--- src/rtl/nibble_serial_alu.sv ---
// Nibble-serial add/subtract controller around an external 4-bit adder.
// Ports: clk, rst (async high), start/busy/done handshake, op, cin, a, b,
//   result/cout/ovf outputs, and add_* drive/return to the 4-bit adder.
module nibble_serial_alu #(
  parameter int NIBBLES = 4,
  localparam int W = 4 * NIBBLES
) (
  input  logic         clk,
  input  logic         rst,
  input  logic         start,
  input  logic         op,
  input  logic         cin,
  input  logic [W-1:0] a,
  input  logic [W-1:0] b,
  output logic         busy,
  output logic         done,
  output logic [W-1:0] result,
  output logic         cout,
  output logic         ovf,
  output logic [3:0]   add_A,
  output logic [3:0]   add_B,
  output logic         add_Cin,
  output logic         add_Contr,
  input  logic [3:0]   add_Sum,
  input  logic         add_Cout
);

  localparam int KW = (NIBBLES > 1) ? $clog2(NIBBLES) : 1;
  localparam logic [KW-1:0] LAST = KW'(NIBBLES - 1);
  localparam logic [W-1:0] NIB_MASK = W'(4'hF);

  typedef enum logic {IDLE, RUN} state_t;

  state_t        state_q, state_d;
  logic [W-1:0]  a_q, a_d;
  logic [W-1:0]  b_q, b_d;
  logic          op_q, op_d;
  logic          carry_q, carry_d;
  logic [KW-1:0] k_q, k_d;
  logic [W-1:0]  result_q, result_d;
  logic          cout_q, cout_d;
  logic          ovf_q, ovf_d;
  logic          done_q, done_d;
  logic [KW+1:0] sh;
  logic          a_msb, b_msb, r_msb;

  // bit offset of the active nibble
  assign sh = {k_q, 2'b00};

  assign a_msb = a_q[W-1];
  assign b_msb = b_q[W-1];
  assign r_msb = result_d[W-1];

  always_comb begin
    state_d  = state_q;
    a_d      = a_q;
    b_d      = b_q;
    op_d     = op_q;
    carry_d  = carry_q;
    k_d      = k_q;
    result_d = result_q;
    cout_d   = cout_q;
    ovf_d    = ovf_q;
    done_d   = 1'b0;
    unique case (state_q)
      IDLE: begin
        if (start) begin
          state_d = RUN;
          a_d     = a;
          b_d     = b;
          op_d    = op;
          carry_d = cin;
          k_d     = '0;
        end
      end
      RUN: begin
        result_d = (result_q & ~(NIB_MASK << sh))
                 | (W'(add_Sum) << sh);
        carry_d  = add_Cout;
        k_d      = k_q + KW'(1);
        if (k_q == LAST) begin
          state_d = IDLE;
          k_d     = '0;
          cout_d  = add_Cout;
          done_d  = 1'b1;
          // sign rule differs for add and subtract
          ovf_d   = op_q ? ((a_msb != b_msb) && (r_msb != a_msb))
                         : ((a_msb == b_msb) && (r_msb != a_msb));
        end
      end
      default: state_d = IDLE;
    endcase
  end

  always_ff @(posedge clk or posedge rst) begin
    if (rst) begin
      state_q  <= IDLE;
      a_q      <= '0;
      b_q      <= '0;
      op_q     <= 1'b0;
      carry_q  <= 1'b0;
      k_q      <= '0;
      result_q <= '0;
      cout_q   <= 1'b0;
      ovf_q    <= 1'b0;
      done_q   <= 1'b0;
    end else begin
      state_q  <= state_d;
      a_q      <= a_d;
      b_q      <= b_d;
      op_q     <= op_d;
      carry_q  <= carry_d;
      k_q      <= k_d;
      result_q <= result_d;
      cout_q   <= cout_d;
      ovf_q    <= ovf_d;
      done_q   <= done_d;
    end
  end

  assign busy   = (state_q == RUN);
  assign done   = done_q;
  assign result = result_q;
  assign cout   = cout_q;
  assign ovf    = ovf_q;

  // adder drives come only from registers; forced to 0 in IDLE
  assign add_A     = busy ? 4'(a_q >> sh) : 4'd0;
  assign add_B     = busy ? 4'(b_q >> sh) : 4'd0;
  assign add_Cin   = busy & carry_q;
  assign add_Contr = busy & op_q;

endmodule

--- config.mk ---
export PLATFORM = sky130hd
export DESIGN_NAME = nibble_serial_alu
export DESIGN_NICKNAME = d
export VERILOG_FILES = /design/src/rtl/nibble_serial_alu.sv
export SDC_FILE = /design/constraint.sdc
export NUM_CORES = 1
export LEC_CHECK = 0
export CAP_MARGIN = 25
export CORE_MARGIN = 2
export CORE_UTILIZATION = 44
export CTS_BUF_LIST = sky130_fd_sc_hd__clkbuf_2
export CTS_CLUSTER_SIZE = 30
export DETAILED_ROUTE_END_ITERATION = 12
export PLACE_DENSITY = 0.8
export SETUP_SLACK_MARGIN = 0.4
export SLEW_MARGIN = 10
export SYNTH_ARGS = -nofsm -noshare
export SYNTH_HDL_FRONTEND = slang
export SYNTH_SLANG_ARGS = --single-unit
export TNS_END_PERCENT = 50
--- constraint.sdc ---
create_clock -name clk -period 1.8 [get_ports clk]
set_clock_uncertainty 0.05 [all_clocks]
set_input_delay 0.27 -clock clk [delete_from_list [all_inputs] [get_ports clk]]
set_output_delay 0.27 -clock clk [all_outputs]
set_load 0.005 [all_outputs]
Word level (Yosys, flattened, before mapping). Index checks and enable logic that the tools add are counted.

Logic and storage cells: 45. Register bits: 56. Bits of input ports: 42. Output and inout port bits: 30.

Bitwise operators: 6. Eq/ne operators: 5. $add $sub $neg: 1. Shift operators: 4. Muxes and demuxes: 14. Reductions and logical operators: 4.

Operators by type and width (number): 16-bit by 4-bit >> shifter with 4-bit output (2); 16-bit bitwise AND (1); 16-bit two-way mux (1); 16-bit inverter (1); 16-bit OR (1); 4-bit by 4-bit left shift with 16-bit output (1); 4-bit by 4-bit left shift with 16-bit output, first input constant (1); 4-bit two-way mux (2); 1-bit two-way mux (6); 2-bit two-way mux (2); 1-bit case mux with 2 select lines (2); 2-bit case mux with 2 select lines (1); 2-bit AND reduction (2); 2-bit by 1-bit adder with 2-bit output, second input constant (1); 1-bit bitwise AND (2); 2-bit equality test, second input constant (1); 1-bit logical AND (2); 1-bit != test (2); 2-bit != test, second input constant (1); 1-bit equality test (1); 1-bit inverter (1).

Longest topological paths before layout. Gate-level depths: netlist of run 1.

Depth after elaboration: 8. Depth in mapped cells: 6. Mapped depth without buffers: 5.

Least setup slack after synthesis of run 1. No wires, ideal clock.

Path type: flip-flop to output port. Start point: reg k_q[0]. End point: out add_B[3]. Cell stages (with the launch flop): 5. Required time: 1480 ps. Arrival time: 1260 ps. Path slack: 220 ps. Buffers on the path: 2. Cell sequence: dfrtp_1 buf_6 buf_12 mux4_2 and2_1.

Longest elaborated chain between the ends: 2.

RTL lines: start, declared (RTL line 39) `logic [KW-1:0] k_q, k_d;`; start signal, assigned (RTL line 113) `k_q <= k_d;`; 16-bit by 4-bit >> shifter with 4-bit output (RTL line 129) `assign add_B = busy ? 4'(b_q >> sh) : 4'd0;`; 4-bit two-way mux (RTL line 129); end, declared (RTL line 21) `output logic [3:0] add_B,`.

No other way between the ends.

Final worst setup path of run 1. Same ends and word-level chain as after synthesis.

==> results of run 1 <==
cell type report:
cell class | instances | area [um2]
flip-flops and latches | 56 | 1401
multi-input cells | 105 | 1219
clock inverters | 2 | 11.26
repair buffers | 128 | 1266
clock buffers | 6 | 30.03
inverters | 5 | 32.53
fillers | 360 | 1423
well taps | 72 | 90.09
synthesized netlist by cell type (2+ instances only):
| master | count | area (um2) |
|---|---|---|
| dfrtp_1 | 56 | 1401 |
| mux2_2 | 34 | 382.9 |
| nand2_1 | 17 | 63.81 |
| a22o_1 | 11 | 96.34 |
| and2_1 | 10 | 62.56 |
| inv_1 | 5 | 18.77 |
| o21ai_0 | 5 | 25.02 |
| buf_4 | 4 | 30.03 |
| ha_1 | 4 | 50.05 |
| mux4_1 | 4 | 105.1 |
| mux4_2 | 4 | 90.09 |
| nor2_1 | 3 | 11.26 |
| buf_2 | 2 | 10.01 |
| clkbuf_1 | 2 | 7.510 |
| nand2b_1 | 2 | 12.51 |
kinds of logic (layout without fill, tap and decap cells):
family	after synthesis	in the layout	synth area share
multiplexers	43	43	0.2362
XOR/XNOR	1	1	0.003518
adder cells (fa/ha/maj)	4	4	0.02010
flip-flops	56	56	0.5628
AO/OA/AOI/OAI	20	20	0.05980
AND/OR/NAND/NOR	37	37	0.07839
buffers and inverters	15	141	0.03920
worst min-delay path, cell delays in order:
cell	delay [ns]
clkdlybuf4s50_1	0.44
clkinvlp_4	0.10
buf_12	0.28
flip-flops by register name, summed over array words and instances, names as in the netlist:
name     count
carry_q      1
result      16
b_q         16
cout         1
k_q          2
ovf          1
op_q         1
busy         1
a_q         16
done         1
per-stage QoR:
stage	power (mW)	instances	hold slack, ns
6_report	7.067	374	0.1439
5_1_grt	7.522	374	0.1549
4_1_cts	6.550	365	0.1435
3_5_place_dp	5.132	324	0.4207
3_3_place_gp	5.027	324	0.4136
2_1_floorplan	3.792	176	0.3005
per-layer routing:
layer / up-vias / wire length, um
met3: 19 / 389
li1: 877 / -
met5: - / 0
met2: 74 / 3481
met4: 0 / 174
met1: 960 / 2610
timing repair:
item	4_1_cts	5_1_grt
pin swaps	14	6
gates resized for setup	173	47
endpoints found under the setup margin	82	84
buffers inserted	31	7
cloned	2	2
report_power, final:
part / leakage [nW] / switching (mW) / total, mW / internal, mW
clock network: 0.0266 / 0.385 / 0.482 / 0.0967
registers: 0.670 / 0.365 / 2.24 / 1.88
logic: 1.21 / 1.53 / 4.34 / 2.81
total: 1.91 / 2.28 / 7.07 / 4.78
path summary, 6_finish.rpt:
path	startpoint	end	slack (ns)	cells after the start
max	k_q[0]	add_B[3]	-0.40	5
min	rst	result[4]	0.14	3
max reg2reg	busy	b_q[5]	0.05	7
min reg2reg	result[5]	result[5]	0.47	2
max in group asynchronous	rst	b_q[13]	1.29	3
min in group clk	a[0]	a_q[0]	0.35	2
==> results.toml, run 1 <==
[synth]
yosysSeqAreaShare = 0.5628
synthesis.area_um2 = 2490
ys.flop_type = "dfrtp_1"
syn_nets = 222
avgSynthCellArea_um2 = 14.15
yosysUniqueCellTypes = 28
syn_inst = 176
ys_ff_latch = 56
synth_edf_count = 0
ys.warnings.count = 0
synthArstFlopShare = 1.000

[placement]
gp_congestion = 0.7460
port_buffers = 71
place_ws_ns = -0.1796
dpl_cell_area_um2 = 3373
dp_hpwl_um = 3771

[global_route]
use_met1 = 0.2706
grt_use_total = 0.2119
grt_pass1_wl_um = 10190
grt_use_met3 = 0.05000
grt-ovfl-total = 0
met2_usage = 0.3644
busiest_layer = "met2"
grt_pass1_vias = 2020
grt_max_degree = 57
antenna_found_initial = 0

[clock_tree]
cts_tree = "built"
cts_root_buffer = "clkbuf_2"
clkSlewWorstSetupHoldPaths_ns = 0.29
cts.path.max_buffers = 2
cts-buffers-inserted = 5
clock_latency_ns = 0.45
cts.htree.levels = 2
hold_buffers = 0
cts_sinks = 56

[power_and_ir_drop]
peakVddDrop_v = 0.0009113
powerDensity_nw_per_um2 = 1745
power_leakage_nw = 1.906

[timing]
hold_violations = 0
max_freq_mhz = 453.7
tightest_slew_ns = 0.3189
rsz0062_at_grt = "yes"
fin_ws_ns = -0.4040
setup_viol = 8
slew-limit-headroom = 0.7867
fin_crit_sh = 1.224
tns_ns = -3.061
period_minus_slack_ns = 2.204
slew_viol_final = 0

[die]
die_y_um = 79.23
start_util = 0.4550
ios = 72
rows = 27
die_area_um2 = 6277
die_w_um = 79.23
core-area_um2 = 5473

[route]
drt_pass1_iterations = 4
drc = 0
avgViaCountPerCell = 5.160
vias = 1930
drt-total-wl_um = 6654
ant_nets = 0
dr.first_iter.drc_count = 125
routedWlPerCell_um = 17.79

[cells_and_area]
final_common_cell = "dfrtp_1"
final_cell_mix = "dfrtp_1 (56), clkdlybuf4s50_1 (41), mux2_4 (34)"
drive_gt1_frac = 0.5364
fin_area_um2 = 4050
utilization = 0.7401
antenna_cells = 0
syn_to_final_growth_pct = 62.66
nets = 347

[setup_path]
cp_cell_sequence = "buf_6 -> buf_6 -> mux4_2 -> and2_1 -> buf_2"
path_common_cell = "buf_6"
cp-start-kind = "flop"
max_stage_delay_ns = 0.47
end_kind = "output pin"
cp_data_required_time_ns = 1.48
critPathTopFamily = "multiplexers"
critical_path_buf_inv_count = 3
crit_fanout = 5
critical_path_class = "flop to output pin"
crit_arrival_ns = 1.88
worst_path_max_delay_cell = "mux4_2"

[hold_path]
hp-class = "input pin to asynchronous set/reset pin"

[outcome]
violations = "negative setup slack"
status = "complete, but fails checks"

[run]
cap_violations = 0
Note: power is estimated with default switching activity, not from simulation.
==> run 2: changes to the inputs <==
ABC_AREA = 1   (was not set)
==> run 2 against run 1 <==
Compared with the run above:
- the flow still finishes with violations (negative setup slack)
- register-to-register slack worse by 0.13 ns
- non-clock buffer count down 9
- largest cell class unchanged
- synthesized cell count up 70%
- critical path type unchanged
- hold slack worse by 0.10 ns
==> results.toml, run 2 <==
[route]
drt-total-wl_um = 8684
dr.first_iter.drc_count = 146
ant_nets = 0
vias = 2631
drc = 0
drt_pass1_iterations = 5
routedWlPerCell_um = 17.94
avgViaCountPerCell = 5.436

[cells_and_area]
final_cell_mix = "nand2_1 (68), dfrtp_1 (56), clkdlybuf4s50_1 (41)"
antenna_cells = 0
utilization = 0.7534
final_common_cell = "nand2_1"
nets = 458
syn_to_final_growth_pct = 64.17
fillers = 375
fin_area_um2 = 4174
final-instance-count-excl-fill = 484
drive_gt1_frac = 0.4369

[global_route]
antenna_found_initial = 0
grt_use_total = 0.2351
grt_pass1_vias = 2445
grt-ovfl-total = 0
grt_pass1_wl_um = 11530
grt_max_degree = 26

[power_and_ir_drop]
power_leakage_nw = 2.134
powerDensity_nw_per_um2 = 1662
peakVddDrop_v = 0.0007418

[setup_path]
cp_data_required_time_ns = 1.48
max_stage_delay_ns = 0.47
critical_path_buf_inv_count = 3
cp-start-kind = "flop"
critPathTopFamily = "flip-flops"
cp_cell_sequence = "buf_6 -> buf_12 -> a21oi_2 -> o21ai_1 -> a21oi_1 -> buf_2"
crit_arrival_ns = 1.71
worst_path_max_delay_cell = "dfrtp_1"
end_kind = "output pin"
crit_fanout = 6
critical_path_class = "flop to output pin"

[synth]
ys.warnings.count = 0
synth_edf_count = 0
syn_nets = 346
avgSynthCellArea_um2 = 8.475
yosys.area.top_type = "dfrtp_1"
ys.flop_type = "dfrtp_1"
synthTopCellsByCount = "nand2_1 (125), dfrtp_1 (56), o21ai_0 (36), inv_1 (20), nor2_1 (15)"
synth_top_cells_by_area = "dfrtp_1 (55%), nand2_1 (18%), o21ai_0 (7.1%)"
yosysUniqueCellTypes = 20
syn_inst = 300
yosysSeqAreaShare = 0.5512
yosys.area.top_type_share = 0.5512
yosysMostFrequentCell = "nand2_1"
ys_ff_latch = 56
synthArstFlopShare = 1.000
synthesis.area_um2 = 2542

[placement]
dp.cells = 441
gp_congestion = 0.8297
dpl_cell_area_um2 = 3341
port_buffers = 71
dp_hpwl_um = 4488

[timing]
fin_crit_sh = 1.129
slew_viol_final = 0
period_minus_slack_ns = 2.032
slew-limit-headroom = 0.7334
tightest_slew_ns = 0.3991
rsz0062_at_grt = "yes"
max_freq_mhz = 492.1
hold_violations = 0
setup_viol = 45
fin_ws_ns = -0.2321
tns_ns = -3.571
worst_hold_slack_ns = 0.04159

[clock_tree]
clkSlewWorstSetupHoldPaths_ns = 0.28
cts_tree = "built"
cts-buffers-inserted = 5
cts.path.max_buffers = 2
cts_sinks = 56
cts_root_buffer = "clkbuf_2"
clock_latency_ns = 0.47
cts.htree.levels = 2

[die]
start_util = 0.4589
die_area_um2 = 6402
die_w_um = 80.02
core-area_um2 = 5540
ios = 72
rows = 27
die_y_um = 80.02

[outcome]
violations = "negative setup slack"
status = "complete, but fails checks"

[hold_path]
hp-class = "input pin to asynchronous set/reset pin"

[run]
cap_violations = 0
==> run 2: cell types whose count changed in the layout (fill, tap and decap cells not counted), moves of 9 or more <==
cell     previous run  this run
nand2_1            13        68
mux2_4             34         0
nand2_2             3        31
nand2_4             1        26
inv_1               0        16
o21ai_1             0        15
buf_6              28        16
o21ai_2             0        12
buf_2              12        23
a22o_1             11         1
nor2_1              0         9
==> run 2: layout make-up <==
| type | instances | area, um2 | area share |
|---|---|---|---|
| flip-flops and latches | 56 | 1401 | 0.3357 |
| multi-input cells | 206 | 1340 | 0.3210 |
| repair buffers | 119 | 1199 | 0.2872 |
| inverters | 23 | 105.1 | 0.02518 |
| well taps | 72 | 90.09 | 0.02158 |
| clock buffers | 5 | 25.02 | 0.005995 |
| clock inverters | 2 | 7.507 | 0.001799 |
| repair inverters | 1 | 6.256 | 0.001499 |
==> run 2: worst paths after layout <==
path	start	to	slack [ns]	cells past startpoint
setup / recovery	k_q[0]	add_A[1]	-0.23	6
hold / removal	rst	carry_q	0.04	2
setup reg to reg	busy	op_q	-0.08	11
hold reg to reg	a_q[4]	a_q[4]	0.48	2
max in group asynchronous	rst	result[3]	1.10	3
min in group clk	b[4]	b_q[4]	0.26	3
==> run 2: layer usage <==
metal	vias to the layer above	global-route usage	share of wire
li1	1173	-	-
met4	0	0.08814	0.040
met1	1272	0.2877	0.37
met3	38	0.05204	0.072
met2	148	0.4042	0.52
met5	-	0	0
==> run 2: logic make-up (layout without fill, tap and decap cells) <==
logic type	after synthesis	after routing	share of synthesized area
fa+ha+maj	4	4	0.01969
compound gates	56	56	0.1230
simple gates	146	146	0.2195
buf+inv	38	150	0.08662
flops	56	56	0.5512
==> run 2: timing repair <==
item,in CTS,in global routing
hold buffers,0,0
resized for setup,210,82
buffers inserted,19,8
pin swaps,70,38
setup endpoints to repair,40,73
endpoints found under the hold margin,0,0
gates cloned,3,6
==> run 2: stage by stage <==
step | setup slack (ns) | power, mW
finish | -0.2321 | 6.936
global route | -0.3129 | 7.328
CTS | -0.2103 | 5.999
detailed placement | -0.06623 | 4.999
global placement | -0.03600 | 4.875
floorplan | 0.4130 | 3.678
==> run 2: report_power, final <==
part           switching, mW  internal (mW)  leakage (nW)
combinational           2.20           2.04          1.42
clock                  0.389         0.0799        0.0239
sequential             0.385           1.85         0.691
total                   2.97           3.97          2.13
==> run 3: changes to the inputs <==
PLACE_DENSITY = 0.85   (was 0.8)
==> run 3 against run 2 <==
Compared with the run above:
- the run still ends with negative setup slack left
- sequential share of layout area fell by 0.75 points
- clock power rose by 7.5%
- setup slack worse by 0.045 ns
- critical path depth unchanged
- highest routed layer unchanged
==> results.toml, run 3 (same netlist as run 2, synthesis figures left out) <==
[outcome]
status = "complete, but fails checks"
violations = "negative setup slack"

[timing]
fin_ws_ns = -0.2775
fin_crit_sh = 1.154
rsz0062_at_grt = "yes"
max_freq_mhz = 481.4
slew_viol_final = 0
tns_ns = -1.804
tightest_slew_ns = 0.5280
period_minus_slack_ns = 2.077
slew-limit-headroom = 0.6472
hold_violations = 0
setup_viol = 8

[clock_tree]
cts_sinks = 56
cts.htree.levels = 2
cts_tree = "built"
cts_root_buffer = "clkbuf_2"
clock_latency_ns = 0.47
cts.path.max_buffers = 2
clkSlewWorstSetupHoldPaths_ns = 0.27
cts-buffers-inserted = 5

[power_and_ir_drop]
power_mw = 7.304
powerDensity_nw_per_um2 = 1709
combPwrFrac = 0.618
power_leakage_nw = 2.102
p_int_mw = 4.154
peakVddDrop_v = 0.0007899
power.net_switching_mw = 3.150
power_frac_clock = 0.069
swShare = 0.4312
pwr-share-seq = 0.313

[global_route]
grt_max_degree = 26
grt_pass1_wl_um = 10700
grt_pass1_vias = 2299
grt_use_met3 = 0.05317
grt-ovfl-total = 0
antenna_found_initial = 0
use_met1 = 0.2616
met2_usage = 0.3775
grt_use_total = 0.2171
busiest_layer = "met2"

[route]
drt-total-wl_um = 9293
drt_pass1_iterations = 4
routedWlPerCell_um = 18.93
ant_nets = 0
dr.first_iter.drc_count = 195
vias = 2704
drc = 0
avgViaCountPerCell = 5.507

[setup_path]
crit_arrival_ns = 1.76
crit_fanout = 5
worst_path_max_delay_cell = "dfrtp_2"
critical_path_class = "flop to output pin"
cp_cell_sequence = "buf_6 -> buf_16 -> buf_4 -> o21ai_2 -> a21oi_2 -> buf_2"
end_kind = "output pin"
cp-start-kind = "flop"
max_stage_delay_ns = 0.50
cp_data_required_time_ns = 1.48

[cells_and_area]
syn_to_final_growth_pct = 68.06
drive_gt1_frac = 0.4439
final_common_cell = "nand2_1"
utilization = 0.7712
antenna_cells = 0
final_cell_mix = "nand2_1 (70), dfrtp_1 (55), clkdlybuf4s50_1 (41)"
fin_area_um2 = 4273
nets = 464

[die]
die_area_um2 = 6402
ios = 72
core-area_um2 = 5540
die_w_um = 80.02
rows = 27
die_y_um = 80.02
start_util = 0.4589

[placement]
dpl_cell_area_um2 = 3361
place_ws_ns = -0.01303
dp_hpwl_um = 4423
port_buffers = 71
gp_congestion = 0.8232

[hold_path]
hp-class = "input pin to asynchronous set/reset pin"

[run]
cap_violations = 0
## run 3: cell types whose count changed in the layout (fill, tap and decap cells not counted), moves of 2 or more
cell	delta
a21oi_2	-2
buf_4	+4
buf_6	-2
buf_8	+2
clkbuf_2	+4
ha_1	-2
ha_4	+3
inv_1	+2
inv_2	-2
nand2_1	+2
nand2_2	+4
nand2_4	-5
nor2_4	-2
o21ai_0	-2
## run 3: cell type report
cell class / count / area, um2
clock buffer: 7 / 35.03
clock inverter: 1 / 3.754
fill: 341 / 1267
inverter: 23 / 131.4
multi-input combinational: 206 / 1333
sequential: 56 / 1403
tap: 72 / 90.09
timing repair buffer: 125 / 1266
timing repair inverter: 1 / 11.26
## run 3: worst max-delay path, delay by kind of cell, from the launching register on
family	cells	cell delay, ns
AOI/OAI and AO/OA	2	0.21
buffers and inverters	4	0.56
DFF	1	0.50
## run 3: metal layers
metal / routed length [um] / share of wire / vias to the layer above
met5: 0 / 0 / -
met4: 365 / 0.039 / 0
li1: - / - / 1180
met1: 3436 / 0.37 / 1329
met2: 4827 / 0.52 / 158
met3: 665 / 0.072 / 37
## run 3: final timing paths
check / start / end / slack [ns] / cells past startpoint
worst max-delay path: k_q[0] / add_A[3] / -0.28 / 6
worst min-delay path: rst / carry_q / 0.08 / 2
worst max register to register: busy / b_q[10] / 0.13 / 9
worst min register to register: a_q[10] / a_q[10] / 0.48 / 2
max in group asynchronous: rst / k_q[1] / 1.14 / 3
min in group clk: b[5] / b_q[5] / 0.24 / 3
## run 3: timing repair
action	in CTS	in global routing
gates resized for setup	165	129
pin swaps	19	40
hold buffers	0	0
buffers inserted	15	15
cloned	4	7
setup endpoints to repair	41	81
## run 3: power groups by stage
stage	Clock [mW]	Combinational (mW)	Sequential [mW]
detailed placement	0	2.82	2.21
global placement	0	2.73	2.18
global route	0.548	4.78	2.33
finish	0.504	4.51	2.29
CTS	0.473	3.28	2.17
floorplan	0	1.53	2.14
## run 3: per-stage QoR
stage,hold WS [ns],cells
2_1_floorplan,0.3005,300
3_3_place_gp,0.4060,442
3_5_place_dp,0.4076,442
4_1_cts,0.1215,469
5_1_grt,0.1036,491
6_report,0.07926,491
